File: src/rtl/ascon_ctrl_fsm.sv
// ASCON-128 encryption sequencer: init, one AD block, N PT blocks, final.
// Drives datapath enables and round index; handshakes 64-bit host blocks.
module ascon_ctrl_fsm #(
  parameter int unsigned NUM_PT_BLOCKS = 4
) (
  input  logic       clock,
  input  logic       reset,
  input  logic       i_start,
  input  logic       i_abort,
  input  logic       i_data_valid,
  output logic       o_data_ready,
  output logic       o_sys_enable,
  output logic       o_mux_select,
  output logic       o_enable_xor_key_begin,
  output logic       o_enable_xor_data_begin,
  output logic       o_enable_xor_key_end,
  output logic       o_enable_xor_lsb_end,
  output logic       o_enable_cipher_reg,
  output logic       o_enable_tag_reg,
  output logic       o_enable_state_reg,
  output logic [3:0] o_round,
  output logic       o_cipher_valid,
  output logic       o_done,
  output logic       o_busy,
  output logic [3:0] o_block_count
);

  typedef enum logic [2:0] {
    S_IDLE,
    S_INIT,
    S_WAIT_AD,
    S_AD,
    S_WAIT_PT,
    S_PT,
    S_FINAL,
    S_DONE
  } state_t;

  localparam logic [3:0] LAST_BLK = 4'(NUM_PT_BLOCKS - 1);
  localparam logic [3:0] RND_MAX  = 4'd11;

  state_t     state_q, state_d;
  logic [3:0] round_q, round_d;
  logic [3:0] blk_q, blk_d;
  logic       sys_en_q, sys_en_d;
  logic       cval_q, cval_d;

  logic rnd_last;
  logic blk_last;

  assign rnd_last = (round_q == RND_MAX);
  assign blk_last = (blk_q == LAST_BLK);

  always_ff @(posedge clock or posedge reset) begin
    if (reset) begin
      state_q  <= S_IDLE;
      round_q  <= '0;
      blk_q    <= '0;
      sys_en_q <= 1'b0;
      cval_q   <= 1'b0;
    end else begin
      state_q  <= state_d;
      round_q  <= round_d;
      blk_q    <= blk_d;
      sys_en_q <= sys_en_d;
      cval_q   <= cval_d;
    end
  end

  always_comb begin
    state_d                 = state_q;
    round_d                 = round_q;
    blk_d                   = blk_q;
    sys_en_d                = sys_en_q;
    cval_d                  = 1'b0;
    o_data_ready            = 1'b0;
    o_mux_select            = 1'b0;
    o_enable_xor_key_begin  = 1'b0;
    o_enable_xor_data_begin = 1'b0;
    o_enable_xor_key_end    = 1'b0;
    o_enable_xor_lsb_end    = 1'b0;
    o_enable_cipher_reg     = 1'b0;
    o_enable_tag_reg        = 1'b0;
    o_enable_state_reg      = 1'b0;
    o_round                 = '0;
    o_done                  = 1'b0;

    unique case (state_q)
      S_IDLE: begin
        if (i_start) begin
          state_d  = S_INIT;
          round_d  = '0;
          blk_d    = '0;
          sys_en_d = 1'b1;
        end
      end
      S_INIT: begin
        o_enable_state_reg = 1'b1;
        o_mux_select       = (round_q != 4'd0);
        o_round            = round_q;
        if (rnd_last) begin
          o_enable_xor_key_end = 1'b1;
          state_d              = S_WAIT_AD;
        end else begin
          round_d = round_q + 4'd1;
        end
      end
      S_WAIT_AD: begin
        o_data_ready = 1'b1;
        o_round      = round_q;
        if (i_data_valid) begin
          o_enable_xor_data_begin = 1'b1;
          o_enable_state_reg      = 1'b1;
          o_mux_select            = 1'b1;
          o_round                 = 4'd6;
          round_d                 = 4'd7;
          state_d                 = S_AD;
        end
      end
      S_AD: begin
        o_enable_state_reg = 1'b1;
        o_mux_select       = 1'b1;
        o_round            = round_q;
        if (rnd_last) begin
          // domain separation between AD and PT
          o_enable_xor_lsb_end = 1'b1;
          state_d              = S_WAIT_PT;
        end else begin
          round_d = round_q + 4'd1;
        end
      end
      S_WAIT_PT: begin
        o_data_ready = 1'b1;
        o_round      = round_q;
        if (i_data_valid) begin
          o_enable_xor_data_begin = 1'b1;
          o_enable_cipher_reg     = 1'b1;
          o_enable_state_reg      = 1'b1;
          o_mux_select            = 1'b1;
          blk_d                   = blk_q + 4'd1;
          cval_d                  = 1'b1;
          if (blk_last) begin
            o_enable_xor_key_begin = 1'b1;
            o_round                = 4'd0;
            round_d                = 4'd1;
            state_d                = S_FINAL;
          end else begin
            o_round = 4'd6;
            round_d = 4'd7;
            state_d = S_PT;
          end
        end
      end
      S_PT: begin
        o_enable_state_reg = 1'b1;
        o_mux_select       = 1'b1;
        o_round            = round_q;
        if (rnd_last) begin
          state_d = S_WAIT_PT;
        end else begin
          round_d = round_q + 4'd1;
        end
      end
      S_FINAL: begin
        o_enable_state_reg = 1'b1;
        o_mux_select       = 1'b1;
        o_round            = round_q;
        if (rnd_last) begin
          o_enable_xor_key_end = 1'b1;
          o_enable_tag_reg     = 1'b1;
          state_d              = S_DONE;
        end else begin
          round_d = round_q + 4'd1;
        end
      end
      S_DONE: begin
        o_done  = 1'b1;
        round_d = '0;
        state_d = S_IDLE;
      end
      default: begin
        state_d = S_IDLE;
      end
    endcase

    // abort wins over everything, including a same-cycle transfer
    if (i_abort) begin
      state_d                 = S_IDLE;
      round_d                 = '0;
      blk_d                   = '0;
      sys_en_d                = 1'b0;
      cval_d                  = 1'b0;
      o_data_ready            = 1'b0;
      o_mux_select            = 1'b0;
      o_enable_xor_key_begin  = 1'b0;
      o_enable_xor_data_begin = 1'b0;
      o_enable_xor_key_end    = 1'b0;
      o_enable_xor_lsb_end    = 1'b0;
      o_enable_cipher_reg     = 1'b0;
      o_enable_tag_reg        = 1'b0;
      o_enable_state_reg      = 1'b0;
      o_round                 = '0;
      o_done                  = 1'b0;
    end
  end

  assign o_sys_enable   = sys_en_q;
  assign o_cipher_valid = cval_q;
  assign o_busy         = (state_q != S_IDLE);
  assign o_block_count  = blk_q;

endmodule

File: config.mk
export PLATFORM = sky130hd
export DESIGN_NAME = ascon_ctrl_fsm
export DESIGN_NICKNAME = d
export VERILOG_FILES = /design/src/rtl/ascon_ctrl_fsm.sv
export SDC_FILE = /design/constraint.sdc
export NUM_CORES = 1
export LEC_CHECK = 0
export ABC_CLOCK_PERIOD_IN_PS = 1800
export BUFFER_PORTS_ARGS = -buffer_cell sky130_fd_sc_hd__buf_2
export CAP_MARGIN = 20
export CELL_PAD_IN_SITES_DETAIL_PLACEMENT = 0
export CELL_PAD_IN_SITES_GLOBAL_PLACEMENT = 1
export CORE_ASPECT_RATIO = 0.9
export CORE_UTILIZATION = 34
export DETAILED_ROUTE_END_ITERATION = 6
export GPL_TIMING_DRIVEN = 0
export MAX_ROUTING_LAYER = met4
export PLACE_DENSITY = 0.75
export SLEW_MARGIN = 10
export SYNTH_ARGS = -nofsm -noshare
export SYNTH_HDL_FRONTEND = slang
export SYNTH_SLANG_ARGS = --single-unit
File: constraint.sdc
create_clock -name clock -period 1.8 [get_ports clock]
set_input_delay 0.54 -clock clock [delete_from_list [all_inputs] [get_ports clock]]
set_output_delay 0.54 -clock clock [all_outputs]
set_load 0.02 [all_outputs]
# After elaboration in Yosys (flattened, before gate mapping)
# Index checks and enable logic that the tools add are counted.
[totals]
word_cells = 89
out_inout_bits = 21
register_bits = 13
input_bits = 5
[classes]
n_addsub = 2
n_reduce_logical = 15
n_eq_ne = 16
n_mux = 51
[ops]
columns = ["cell", "n"]
rows = [
  ["$mux W4", 10],
  ["$mux W3", 9],
  ["$mux W1", 25],
  ["$pmux W3 S7", 1],
  ["$pmux W4 S5", 1],
  ["$ne A3 B3 Y1 const B", 6],
  ["$eq A3 B3 Y1 const B", 4],
  ["$pmux W4 S3", 1],
  ["$add A4 B1 Y4 const B", 2],
  ["$pmux W4 S2", 1],
  ["$eq A3 B2 Y1 const B", 2],
  ["$reduce_and A6 Y1", 1],
  ["$reduce_bool A3 Y1", 2],
  ["$reduce_or A2 Y1", 3],
  ["$eq A4 B2 Y1 const B", 1],
  ["$eq A4 B4 Y1 const B", 1],
  ["$reduce_and A4 Y1", 1],
  ["$reduce_bool A2 Y1", 2],
  ["$reduce_bool A4 Y1", 1],
  ["$reduce_or A4 Y1", 1],
  ["$eq A3 B1 Y1 const B", 1],
  ["$logic_not A3 Y1", 1],
  ["$ne A3 B1 Y1 const B", 1],
  ["$pmux W1 S3", 1],
  ["other kinds (5)", 5],
]

# Longest topological paths before layout
# Gate-level depths: netlist (run 1).
[depth]
word_depth = 5
depth_mapped = 7
mapped_depth_nobuf = 6

# Least setup slack after synthesis (run 1)
# Ideal clock, no wire load.
[synth_path]
kind = "register to output"
startpoint = "register state_q[0]"
endpoint = "output o_enable_state_reg"
stages_incl_launch_ff = 6
required_ps = 1260
path_slack_ps = -402
n_path_buf = 2
t_arrival_ps = 1662
cell_sequence = "dfrtp_1 -> clkbuf_1 -> clkbuf_1 -> nor3_1 -> nand2_1 -> nand2_1"
[synth_between]
elab_chain_len = 4
word_cells_on_any_way = 10
cone_classes = "6 x eq/ne; 2 x mux; 2 x reduce/logical"
[synth_lines]
columns = ["item", "line_no", "rtl"]
rows = [
  ["start: declaration", "42", "state_t state_q, state_d;"],
  ["start signal: assignment", "62", "state_q <= state_d;"],
  ["$eq A3 B3 Y1, or another cell as far along", "88", "unique case (state_q)"],
  ["$reduce_or A4 Y1 (no line) / $reduce_or A2 Y1 (equally long branches)", "--", ""],
  ["$pmux W1 S2 (*)", "88", ""],
  ["$mux W1 (*)", "187", "if (i_abort) begin"],
  ["end: declaration", "20", "output logic o_enable_state_reg,"],
]
# Every way passes the cells marked *; elsewhere a longest branch is shown, timed or not.

# Final worst setup path (run 1)
[layout_path]
startpoint = "register blk_q[1] (netlist: o_block_count[1])"
endpoint = "output o_round[1]"
[layout_between]
elab_chain_len = 5
[layout_lines]
columns = ["item", "line_no", "rtl"]
rows = [
  ["start: declaration", "44", "logic [3:0] blk_q, blk_d;"],
  ["start signal: assignment", "64", "blk_q <= blk_d;"],
  ["$eq A4 B2 Y1", "52", "assign blk_last = (blk_q == LAST_BLK);"],
  ["$mux W3", "142", "if (blk_last) begin"],
  ["$mux W4", "135", "if (i_data_valid) begin"],
  ["$pmux W4 S3", "88", ""],
  ["$mux W4", "187", ""],
  ["end: declaration", "21", "output logic [3:0] o_round,"],
]
# No other way between the ends.

==> results of run 1 <==
## through the flow
| stage | TNS [ns] | setup WS (ns) |
|---|---|---|
| 4_1_cts | -4.35 | -0.560 |
| 6_report | -5.24 | -0.532 |
| 5_1_grt | -6.70 | -0.592 |
| 3_3_place_gp | -3.09 | -0.368 |
| 2_1_floorplan | -0.449 | -0.127 |
| 3_5_place_dp | -3.17 | -0.377 |
## layout make-up
type                    count  area share
plain buffers               6      0.0537
multi-input cells          94       0.472
inverters                  12      0.0248
well taps                  40      0.0275
clock buffers               3      0.0124
flip-flops and latches     13       0.182
clock inverters             1     0.00275
repair buffers             49       0.225
## flip-flops by register name, indices dropped and copies added (netlist names)
name	flops
o_block_count	4
o_cipher_valid	1
o_sys_enable	1
round_q	4
state_q	3
## kinds of logic after synthesis
group	count (synthesis)	share of synthesized area
XOR/XNOR	1	0.00864
multiplexers	2	0.0210
flip-flops	13	0.321
buffers and inverters	18	0.0741
adder cells (fa/ha/maj)	6	0.0667
AO/OA/AOI/OAI	37	0.253
AND/OR/NAND/NOR	48	0.256
## synth_stat cells (3+ instances only)
master,count
a21oi_1,10
and3_1,3
clkbuf_1,5
dfrtp_1,13
ha_1,3
inv_1,12
maj3_1,3
nand2_1,12
nand3_1,3
nor2_1,11
o21ai_0,5
or3_1,3
## power groups by stage
stage	logic, mW	clock network (mW)	registers (mW)
floorplan	0.679	0	0.408
global placement	0.865	0	0.424
detailed placement	0.872	0	0.425
CTS	1.28	0.189	0.409
global route	1.52	0.200	0.414
finish	1.42	0.182	0.406
## how the worst max path moves through the flow
stage | startpoint | to | slack (ns) | cells after the start
finish | o_block_count[1] | o_round[1] | -0.53 | 6
global route | o_block_count[1] | o_round[2] | -0.59 | 6
CTS | o_block_count[0] | o_round[1] | -0.56 | 6
detailed placement | state_q[0] | o_enable_state_reg | -0.38 | 5
global placement | state_q[0] | o_enable_state_reg | -0.37 | 5
floorplan | o_block_count[0] | o_round[1] | -0.13 | 5
## layer usage
metal	up-vias	wire, um	GRT usage
li1	561	-	-
met1	567	1590	0.322
met2	34	1610	0.339
met3	4	134	0.0529
met4	0	66	0.0388
met5	-	0	-
## repair_timing
item	in CTS	in global routing
pin swaps	15	12
resized for setup	60	15
setup endpoints to repair	17	23
setup buffers	15	9
==> qor.txt, run 1 <==
===========================================================================================
EDFF count, synth ............................................................            0
Final weighted congestion of routability-driven global placement .............        0.837
Biggest area consumer among synthesized cells ................................      dfrtp_1
Antenna violations before repair .............................................            0
Remaining max-slew budget at the tightest pin ................................        0.660
Most common cell after layout, fill and taps aside ...........................        buf_4
Worst VDD drop ...............................................................     0.661 mV
Area of combinational cells with multiple inputs .............................     857 um^2
Cell-internal power ..........................................................      1.12 mW
Worst-Skew Late Latency ......................................................      0.28 ns
Leading post-synthesis cells by cell area .................................... dfrtp_1 32%, a21oi_1 4.9%, inv_1 4.4%
Buffers on Ports .............................................................           25
Setup Skew ...................................................................   0.00420 ns
Number of nets produced by synthesis .........................................          133
Number of design-rule violations left by the first detailed-router iteration .           40
Number of CTS-inserted buffers ...............................................            3
Antenna-violating nets left ..................................................            0
Final Power ..................................................................      2.01 mW
Placement Cell Area ..........................................................    1300 um^2
Primary FF master, synth .....................................................      dfrtp_1
Syn avg cell area ............................................................    8.11 um^2
Kind of launch point of the worst setup path .................................     register
Proportion of power drawn by flip-flops and latches ..........................        0.202
Reported net switching power .................................................       889 uW
Number of warnings printed during yosys synthesis ............................            0
End of the worst register-to-register path ...................................   state_q[1]
Setup repair after global routing missed its margin ..........................          yes
DPL Wire Length ..............................................................      2100 um
Fraction of the cycle the final worst path needs .............................         1.30
Number of failing hold endpoints at the final stage ..........................            0
Final standard cell area without fillers .....................................    1820 um^2
Worst path required time .....................................................      1.26 ns
Global route total overflow ..................................................            0
Depth of the worst register-to-register path .................................            8
Slack of the critical path ...................................................    -0.532 ns
Placeable core area ..........................................................    2790 um^2
CTS Hold Buffers Added .......................................................            0
Share of synthesized flip-flops with an asynchronous set or reset ............         1.00
P per Cell Area .............................................................. 1110 nW/um^2
Pin count of the biggest net entering global routing .........................           14
Post-detailed-route via-to-cell ratio ........................................         5.35
Via count of the routed design ...............................................        1,166
Routed wire length ...........................................................      3400 um
Storage element area .........................................................     330 um^2
Standard-cell rows ...........................................................           18
Post-Synthesis Cells .........................................................          125
Setup slack of the worst register-to-register path ...........................     -0.20 ns
Leading cell types in the layout, fill and taps excluded ..................... 22 x buf_4, 16 x buf_6, 11 x buf_2
Data arrival at the endpoint of the critical path ............................      1.79 ns
Clk root buf .................................................................     clkbuf_4
Wire length of the first global-routing pass .................................      5240 um
Share of layout cells above drive strength 1 .................................        0.579
Maximum operating frequency ..................................................      429 MHz
Post-Route Utilization .......................................................        0.651
Cell type group with the largest total delay on the critical path ............ compound AO/OA/AOI/OAI gates
DR WL/cell ...................................................................      15.6 um
Total instance count after detailed placement ................................          190
R2R Path Start ...............................................................   state_q[2]
Via count of the first global-routing pass ...................................        1,032
Die Outline Area .............................................................    3200 um^2
Max clock buf depth ..........................................................            2
Result of the run ............................................................ finished with violations
Number of antenna cells inserted .............................................            0
Number of buffer and inverter instances along the worst setup path ...........            1
Die height ...................................................................      53.8 um
Number of standard cells in the final layout excluding fillers ...............          218
Seq/Total Area, Yosys ........................................................        0.321
Highest net fanout along the worst path ......................................            2
Clock network fraction of total power ........................................        0.091
Final setup violation count ..................................................           25
CP max stage delay ...........................................................      0.44 ns
Violated checks .............................................................. negative setup slack
Reg clk slew, reported paths .................................................      0.09 ns
Seq cells post-synth .........................................................           13
Leakage power of the design ..................................................     0.836 nW
Number of fillers in the final layout ........................................          243
Layout overhead on the synthesized area ......................................        79.3%
Area share of the largest cell type after synthesis ..........................        0.321
Cell area after synthesis ....................................................    1010 um^2
Total count of max-transition violations in the final report .................            0
Hold Path Class .............................................................. input pin to async pin
Final routed DRC violation total .............................................            0
Initial DRT Pass Iterations ..................................................            4
Max-cap violations ...........................................................            0
WHS ..........................................................................     0.275 ns
Worst Tran Pin Value .........................................................     0.510 ns
CTS tree .....................................................................        built
Clock net sink count .........................................................           13
Crit Path Class .............................................................. register to output port
Cells traversed along the worst timing path .................................. ha_4 > or3b_4 > o21ai_2 > a211o_1 > a21oi_4 > buf_6
Initial standard-cell utilization of the core ................................        0.363
Final Critical Period ........................................................      2.33 ns
Number of H-tree levels ......................................................            1
Switching fraction of total power ............................................        0.442
Number of distinct library cells after synthesis .............................           44
Width of the die .............................................................      59.6 um
Worst Setup End Kind .........................................................  output port
GRT Overall Usage ............................................................        0.229
Combinational Power Share ....................................................        0.707
Total number of nets in the final design .....................................          187
Cell with the largest stage delay on the worst path ..........................      dfrtp_2
Number of I/O pins ...........................................................           26
===========================================================================================
Note: power is estimated with default switching activity, not from simulation.
==> run 2: changes to the inputs <==
--- a/config.mk
+++ b/config.mk
@@ -5,13 +5,14 @@
 export SDC_FILE = /design/constraint.sdc
 export NUM_CORES = 1
 export LEC_CHECK = 0
+export ABC_AREA = 1
 export ABC_CLOCK_PERIOD_IN_PS = 1800
 export BUFFER_PORTS_ARGS = -buffer_cell sky130_fd_sc_hd__buf_2
 export CAP_MARGIN = 20
 export CELL_PAD_IN_SITES_DETAIL_PLACEMENT = 0
 export CELL_PAD_IN_SITES_GLOBAL_PLACEMENT = 1
 export CORE_ASPECT_RATIO = 0.9
-export CORE_UTILIZATION = 34
+export CORE_UTILIZATION = 33
 export DETAILED_ROUTE_END_ITERATION = 6
 export GPL_TIMING_DRIVEN = 0
 export MAX_ROUTING_LAYER = met4
==> run 2 against run 1 <==
Net effect:
- the flow still finishes with violations (negative setup slack)
- synthesized cell count increased by 22%
- clock skew down 0.0018 ns
- worst setup slack improved by 0.25 ns
- routed wire length fell by 2.8%
- worst hold slack gained 0.0065 ns
- cell count is 15% higher
- largest cell class unchanged
==> qor.txt, run 2 <==
===========================================================================================
Combinational Power Share ....................................................        0.715
Hold Path Class .............................................................. input pin to async pin
Violated checks .............................................................. negative setup slack
Worst VDD drop ...............................................................     0.593 mV
Kind of launch point of the worst setup path .................................    input pin
Global route total overflow ..................................................            0
Die height ...................................................................      55.8 um
Post-Synthesis Cells .........................................................          153
Mux cell area share after synthesis ..........................................            0
Number of distinct library cells after synthesis .............................           25
Pin count of the biggest net entering global routing .........................           14
Biggest area consumer among synthesized cells ................................      dfrtp_1
Number of buffer and inverter instances along the worst setup path ...........            4
Total count of max-transition violations in the final report .................            0
CTS Hold Buffers Added .......................................................            0
Primary FF master, synth .....................................................      dfrtp_1
Cell with the largest stage delay on the worst path ..........................        buf_4
Data arrival at the endpoint of the critical path ............................      1.55 ns
Highest net fanout along the worst path ......................................           10
Dominant combinational cell family by area after synthesis ................... simple AND/OR/NAND/NOR gates
Fraction of the cycle the final worst path needs .............................         1.16
Antenna-violating nets left ..................................................            0
Worst Tran Pin Value .........................................................     0.511 ns
Depth of the worst register-to-register path .................................            9
Number of I/O pins ...........................................................           26
Antenna violations before repair .............................................            0
Setup repair after global routing missed its margin ..........................          yes
Via count of the routed design ...............................................        1,226
Reg clk slew, reported paths .................................................      0.08 ns
R2R Path Start ...............................................................   state_q[2]
Via count of the first global-routing pass ...................................        1,176
Clock network fraction of total power ........................................        0.087
Maximum operating frequency ..................................................      480 MHz
Buffers on Ports .............................................................           25
Cell type group with the largest total delay on the critical path ............ buffers and inverters
Switching fraction of total power ............................................        0.478
CP max stage delay ...........................................................      0.18 ns
Cell area after synthesis ....................................................    1060 um^2
Die Outline Area .............................................................    3450 um^2
Initial standard-cell utilization of the core ................................        0.346
End of the worst register-to-register path ...................................   round_q[0]
Share of layout cells above drive strength 1 .................................        0.565
Cells traversed along the worst timing path .................................. buf_2 > buf_4 > inv_1 > nand2_2 > nor2_4 > o21ai_2 > a21oi_2 > buf_4
Setup Skew ...................................................................   0.00237 ns
Fin Setup TNS ................................................................     -2.94 ns
Cell repeated most along the worst path ......................................        buf_4
DPL Wire Length ..............................................................      2060 um
Top cells by instance count after synthesis .................................. 37 x nand2_1, 16 x inv_1, 15 x nand3_1, 14 x nor2_1, 13 x dfrtp_1
Final setup violation count ..................................................           14
Share of synthesized flip-flops with an asynchronous set or reset ............         1.00
Placeable core area ..........................................................    3070 um^2
Routed wire length ...........................................................      3300 um
Final routed DRC violation total .............................................            0
Max clock buf depth ..........................................................            2
Worst-Skew Late Latency ......................................................      0.28 ns
Remaining max-slew budget at the tightest pin ................................        0.659
Layout overhead on the synthesized area ......................................        65.4%
Number of cells on the critical path .........................................            8
Number of nets produced by synthesis .........................................          161
DR WL/cell ...................................................................      13.2 um
Leading cell types in the layout, fill and taps excluded ..................... 33 x buf_4, 23 x nand2_1, 14 x inv_1
Number of CTS-inserted buffers ...............................................            3
Width of the die .............................................................      61.8 um
Final standard cell area without fillers .....................................    1760 um^2
Share of the synthesized area in compound gates (AO/OA/AOI/OAI) ..............        0.141
EDFF count, synth ............................................................            0
Worst path required time .....................................................      1.26 ns
Leakage power of the design ..................................................     0.843 nW
P per Cell Area .............................................................. 1180 nW/um^2
Slack of the critical path ...................................................    -0.285 ns
GRT Overall Usage ............................................................        0.211
Final weighted congestion of routability-driven global placement .............        0.777
Reported net switching power .................................................       994 uW
Seq/Total Area, Yosys ........................................................        0.306
Number of H-tree levels ......................................................            1
Area share of the largest cell type after synthesis ..........................        0.306
Launch point of the critical path ............................................      i_abort
Initial DRT Pass Iterations ..................................................            4
Number of design-rule violations left by the first detailed-router iteration .           46
Setup slack of the worst register-to-register path ...........................      0.29 ns
Wire length of the first global-routing pass .................................      5380 um
Leading post-synthesis cells by cell area .................................... dfrtp_1 31%, nand2_1 13%, nand3_1 7.1%
Number of antenna cells inserted .............................................            0
Total number of nets in the final design .....................................          218
Proportion of power drawn by flip-flops and latches ..........................        0.198
Area share of xor/xnor cells in the synthesized design .......................       0.0330
Seq cells post-synth .........................................................           13
Final Critical Period ........................................................      2.09 ns
Max-cap violations ...........................................................            0
Post-detailed-route via-to-cell ratio ........................................         4.88
Most common cell after layout, fill and taps aside ...........................        buf_4
Clock net sink count .........................................................           13
Placement-stage worst setup slack ............................................    -0.286 ns
Most common cell in the netlist ..............................................      nand2_1
Number of fillers in the final layout ........................................          270
Result of the run ............................................................ finished with violations
Syn avg cell area ............................................................    6.94 um^2
Worst Setup End Kind .........................................................  output port
Synth Area in Adders .........................................................       0.0353
Standard-cell rows ...........................................................           19
CTS tree .....................................................................        built
Number of failing hold endpoints at the final stage ..........................            0
Placement Cell Area ..........................................................    1270 um^2
Cell-internal power ..........................................................      1.08 mW
Clk root buf .................................................................     clkbuf_4
Crit Path Class .............................................................. input pin to output port
Area fraction in and, or, nand and nor cells after synthesis .................        0.378
Number of warnings printed during yosys synthesis ............................            0
===========================================================================================
==> run 2: logic make-up after synthesis <==
logic type,count (synthesis)
flops,13
simple gates,82
xor+xnor,4
fa+ha+maj,3
compound gates,27
buf+inv,24
==> run 2: power groups by stage <==
stage	Combinational, mW	Sequential, mW	Clock (mW)
final	1.49	0.411	0.181
after global routing	1.60	0.418	0.205
after CTS	1.34	0.403	0.194
after detailed placement	0.861	0.411	0
after global placement	0.853	0.408	0
after floorplan	0.659	0.410	0
==> run 2: final cells by class <==
cell class                      count  area, um^2  share of cell area
Buffer                              5        46.3              0.0264
Clock buffer                        4        26.3              0.0150
Inverter                           19        86.3              0.0491
Multi-Input combinational cell    116         820               0.467
Sequential cell                    13         329               0.187
Tap cell                           42        52.6              0.0299
Timing Repair Buffer               52         397               0.226
==> run 2: routing by layer <==
metal / GRT usage / wire [um] / vias up
met3: 0.0558 / 109 / 6
met2: 0.339 / 1680 / 26
li1: - / - / 606
met1: 0.261 / 1480 / 588
met5: - / 0 / -
met4: 0.0476 / 41 / 0
==> run 2: through the flow <==
step	hold WS (ns)	util	std cells	total power, mW
floorplan	0.417	-	153	1.07
global placement	0.500	0.414	220	1.26
detailed placement	0.507	0.414	220	1.27
CTS	0.288	0.545	246	1.94
global route	0.308	0.573	251	2.22
finish	0.281	0.573	251	2.08
==> run 2: worst max-delay path by stage <==
stage                           endpoint  slack, ns
floorplan               o_enable_tag_reg      -0.08
finish                        o_round[2]      -0.29
CTS                           o_round[2]      -0.29
detailed placement  o_enable_xor_key_end      -0.29
global route                  o_round[2]      -0.37
global placement    o_enable_xor_key_end      -0.31
==> run 2: what timing repair did <==
action / in CTS / in global routing
buffers inserted: 22 / 5
gates resized for setup: 64 / 12
endpoints found under the setup margin: 14 / 15
pin swaps: 15 / 9
==> run 3: changes to the inputs <==
--- a/config.mk
+++ b/config.mk
@@ -13,8 +13,10 @@
 export CELL_PAD_IN_SITES_GLOBAL_PLACEMENT = 1
 export CORE_ASPECT_RATIO = 0.9
 export CORE_UTILIZATION = 33
+export CTS_BUF_LIST = sky130_fd_sc_hd__clkbuf_16
 export DETAILED_ROUTE_END_ITERATION = 6
 export GPL_TIMING_DRIVEN = 0
+export HOLD_SLACK_MARGIN = 0.15
 export MAX_ROUTING_LAYER = met4
 export PLACE_DENSITY = 0.75
 export SLEW_MARGIN = 10
==> run 3 against run 2 <==
Net effect:
- the run still ends with negative setup slack left
- clock skew down 0.00051 ns
- maximum frequency up 2.5%
- critical endpoint unchanged
- utilization down 2.2 points
- cell count down 3.6%
==> qor.txt, run 3 (synthesized netlist as in run 2, its figures left out) <==
===========================================================================================
Result of the run ............................................................ finished with violations
Violated checks .............................................................. negative setup slack
Placement-stage worst setup slack ............................................    -0.286 ns
Via count of the first global-routing pass ...................................        1,098
Maximum operating frequency ..................................................      491 MHz
Reported net switching power .................................................       949 uW
Leading cell types in the layout, fill and taps excluded ..................... 28 x buf_4, 24 x nand2_1, 14 x inv_1, 14 x nand2_2, 13 x nand3_1
Worst path required time .....................................................      1.26 ns
WHS ..........................................................................     0.318 ns
Layout overhead on the synthesized area ......................................        58.9%
Standard-cell rows ...........................................................           19
Worst Setup End Kind .........................................................  output port
Share of layout cells above drive strength 1 .................................        0.530
DPL Wire Length ..............................................................      2060 um
Post-Route Utilization .......................................................        0.550
Crit Path Class .............................................................. register to output port
Antenna-violating nets left ..................................................            0
Final setup violation count ..................................................           13
Top Layer Used ...............................................................         met4
Worst-Skew Late Latency ......................................................      0.24 ns
Fin Setup TNS ................................................................     -2.09 ns
Switching fraction of total power ............................................        0.449
Initial standard-cell utilization of the core ................................        0.346
Number of CTS-inserted buffers ...............................................            3
DR WL/cell ...................................................................      12.9 um
Die Outline Area .............................................................    3450 um^2
Max clock buf depth ..........................................................            2
Number of H-tree levels ......................................................            1
Global route total overflow ..................................................            0
Max-cap violations ...........................................................            0
Kind of launch point of the worst setup path .................................     register
Clock net sink count .........................................................           13
Setup Skew ...................................................................   0.00187 ns
Slack of the critical path ...................................................    -0.235 ns
Antenna violations before repair .............................................            0
Clock network fraction of total power ........................................        0.195
Total count of max-transition violations in the final report .................            0
GRT Overall Usage ............................................................        0.197
Final weighted congestion of routability-driven global placement .............        0.777
Met3 layer wire length in the routed design ..................................       123 um
CTS tree .....................................................................        built
Hold Path Class .............................................................. input pin to async pin
Highest net fanout along the worst path ......................................            6
Number of design-rule violations left by the first detailed-router iteration .           32
Total number of nets in the final design .....................................          209
Initial DRT Pass Iterations ..................................................            5
P per Cell Area .............................................................. 1250 nW/um^2
Remaining max-slew budget at the tightest pin ................................        0.670
Final Critical Period ........................................................      2.04 ns
Width of the die .............................................................      61.8 um
Worst VDD drop ...............................................................     0.689 mV
Total instance count after detailed placement ................................          220
Data arrival at the endpoint of the critical path ............................      1.50 ns
Via count of the routed design ...............................................        1,193
Cell-internal power ..........................................................      1.17 mW
Die height ...................................................................      55.8 um
Buffers on Ports .............................................................           25
Final routed DRC violation total .............................................            0
Setup repair after global routing missed its margin ..........................          yes
Routed wire length ...........................................................      3120 um
Proportion of power drawn by flip-flops and latches ..........................        0.195
Leakage power of the design ..................................................     0.808 nW
DR WL met2 ...................................................................      1610 um
Number of antenna cells inserted .............................................            0
Number of standard cells in the final layout excluding fillers ...............          242
Combinational Power Share ....................................................        0.610
Number of failing hold endpoints at the final stage ..........................            0
Worst Tran Pin Value .........................................................     0.495 ns
CTS Hold Buffers Added .......................................................            0
Placeable core area ..........................................................    3070 um^2
Number of I/O pins ...........................................................           26
Fraction of the cycle the final worst path needs .............................         1.13
Reg clk slew, reported paths .................................................      0.04 ns
Pin count of the biggest net entering global routing .........................           14
Met1 wire length .............................................................      1340 um
Wire length of the first global-routing pass .................................      5020 um
Clk root buf .................................................................    clkbuf_16
Post-detailed-route via-to-cell ratio ........................................         4.93
Most common cell after layout, fill and taps aside ...........................        buf_4
===========================================================================================
run 3: cell count changes in the layout (fill, tap and decap cells not counted), moves of 2 or more:
cell       previous run  this run
buf_4                33        28
buf_6                12         8
clkbuf_16             0         3
clkbuf_4              3         0
o21ai_1               6         9
o21ai_2               5         2
inv_2                 1         3
nand2_4               6         4
run 3: worst paths after layout:
kind / from / end / slack [ns] / depth (start not counted)
worst max-delay path: state_q[0] / o_round[2] / -0.24 / 8
worst min-delay path: reset / o_cipher_valid / 0.32 / 2
worst max register to register: state_q[0] / round_q[3] / 0.34 / 8
worst min register to register: o_sys_enable / o_sys_enable / 0.51 / 2
max in group asynchronous: reset / o_block_count[1] / 1.12 / 2
min in group clock: o_sys_enable / o_sys_enable / 0.51 / 2
run 3: final cells by class:
| type | count | area [um^2] |
|---|---|---|
| Buffer | 4 | 38.8 |
| Clock buffer | 3 | 75.1 |
| Clock inverter | 1 | 3.75 |
| Fill cell | 278 | 1380 |
| Inverter | 19 | 83.8 |
| Multi-Input combinational cell | 116 | 783 |
| Sequential cell | 13 | 329 |
| Tap cell | 42 | 52.6 |
| Timing Repair Buffer | 44 | 322 |
run 3: what timing repair did:
| item | 4_1_cts | 5_1_grt |
|---|---|---|
| gates resized for setup | 57 | 7 |
| setup buffers | 13 | 6 |
| pin swaps | 11 | 11 |
| endpoints found under the setup margin | 13 | 14 |
| gates cloned | 0 | 0 |
run 3: metrics by stage:
| stage | power, mW | cell area (um^2) |
|---|---|---|
| 2_1_floorplan | 1.07 | 1090 |
| 3_3_place_gp | 1.26 | 1270 |
| 3_5_place_dp | 1.27 | 1270 |
| 4_1_cts | 2.01 | 1620 |
| 5_1_grt | 2.24 | 1690 |
| 6_report | 2.12 | 1690 |
run 3: per-layer routing:
| layer | vias to the layer above | track usage |
|---|---|---|
| li1 | 581 | - |
| met1 | 576 | 0.249 |
| met4 | 0 | 0.0508 |
| met5 | - | - |
| met2 | 29 | 0.309 |
| met3 | 7 | 0.0535 |
run 3: power groups by stage:
stage	sequential [mW]	clock, mW	combinational, mW
floorplan	0.410	0	0.659
global placement	0.408	0	0.853
detailed placement	0.411	0	0.861
CTS	0.409	0.419	1.18
global route	0.421	0.437	1.38
finish	0.413	0.412	1.29
run 3: worst max-delay path: stages, from the launching register on:
cell and delay (ns):
dfrtp_2 0.48, inv_4 0.12, nand2_4 0.07, nor2_4 0.10, nand2_2 0.07, nand2_2 0.08
a21oi_4 0.05, a21oi_2 0.13, buf_4 0.15
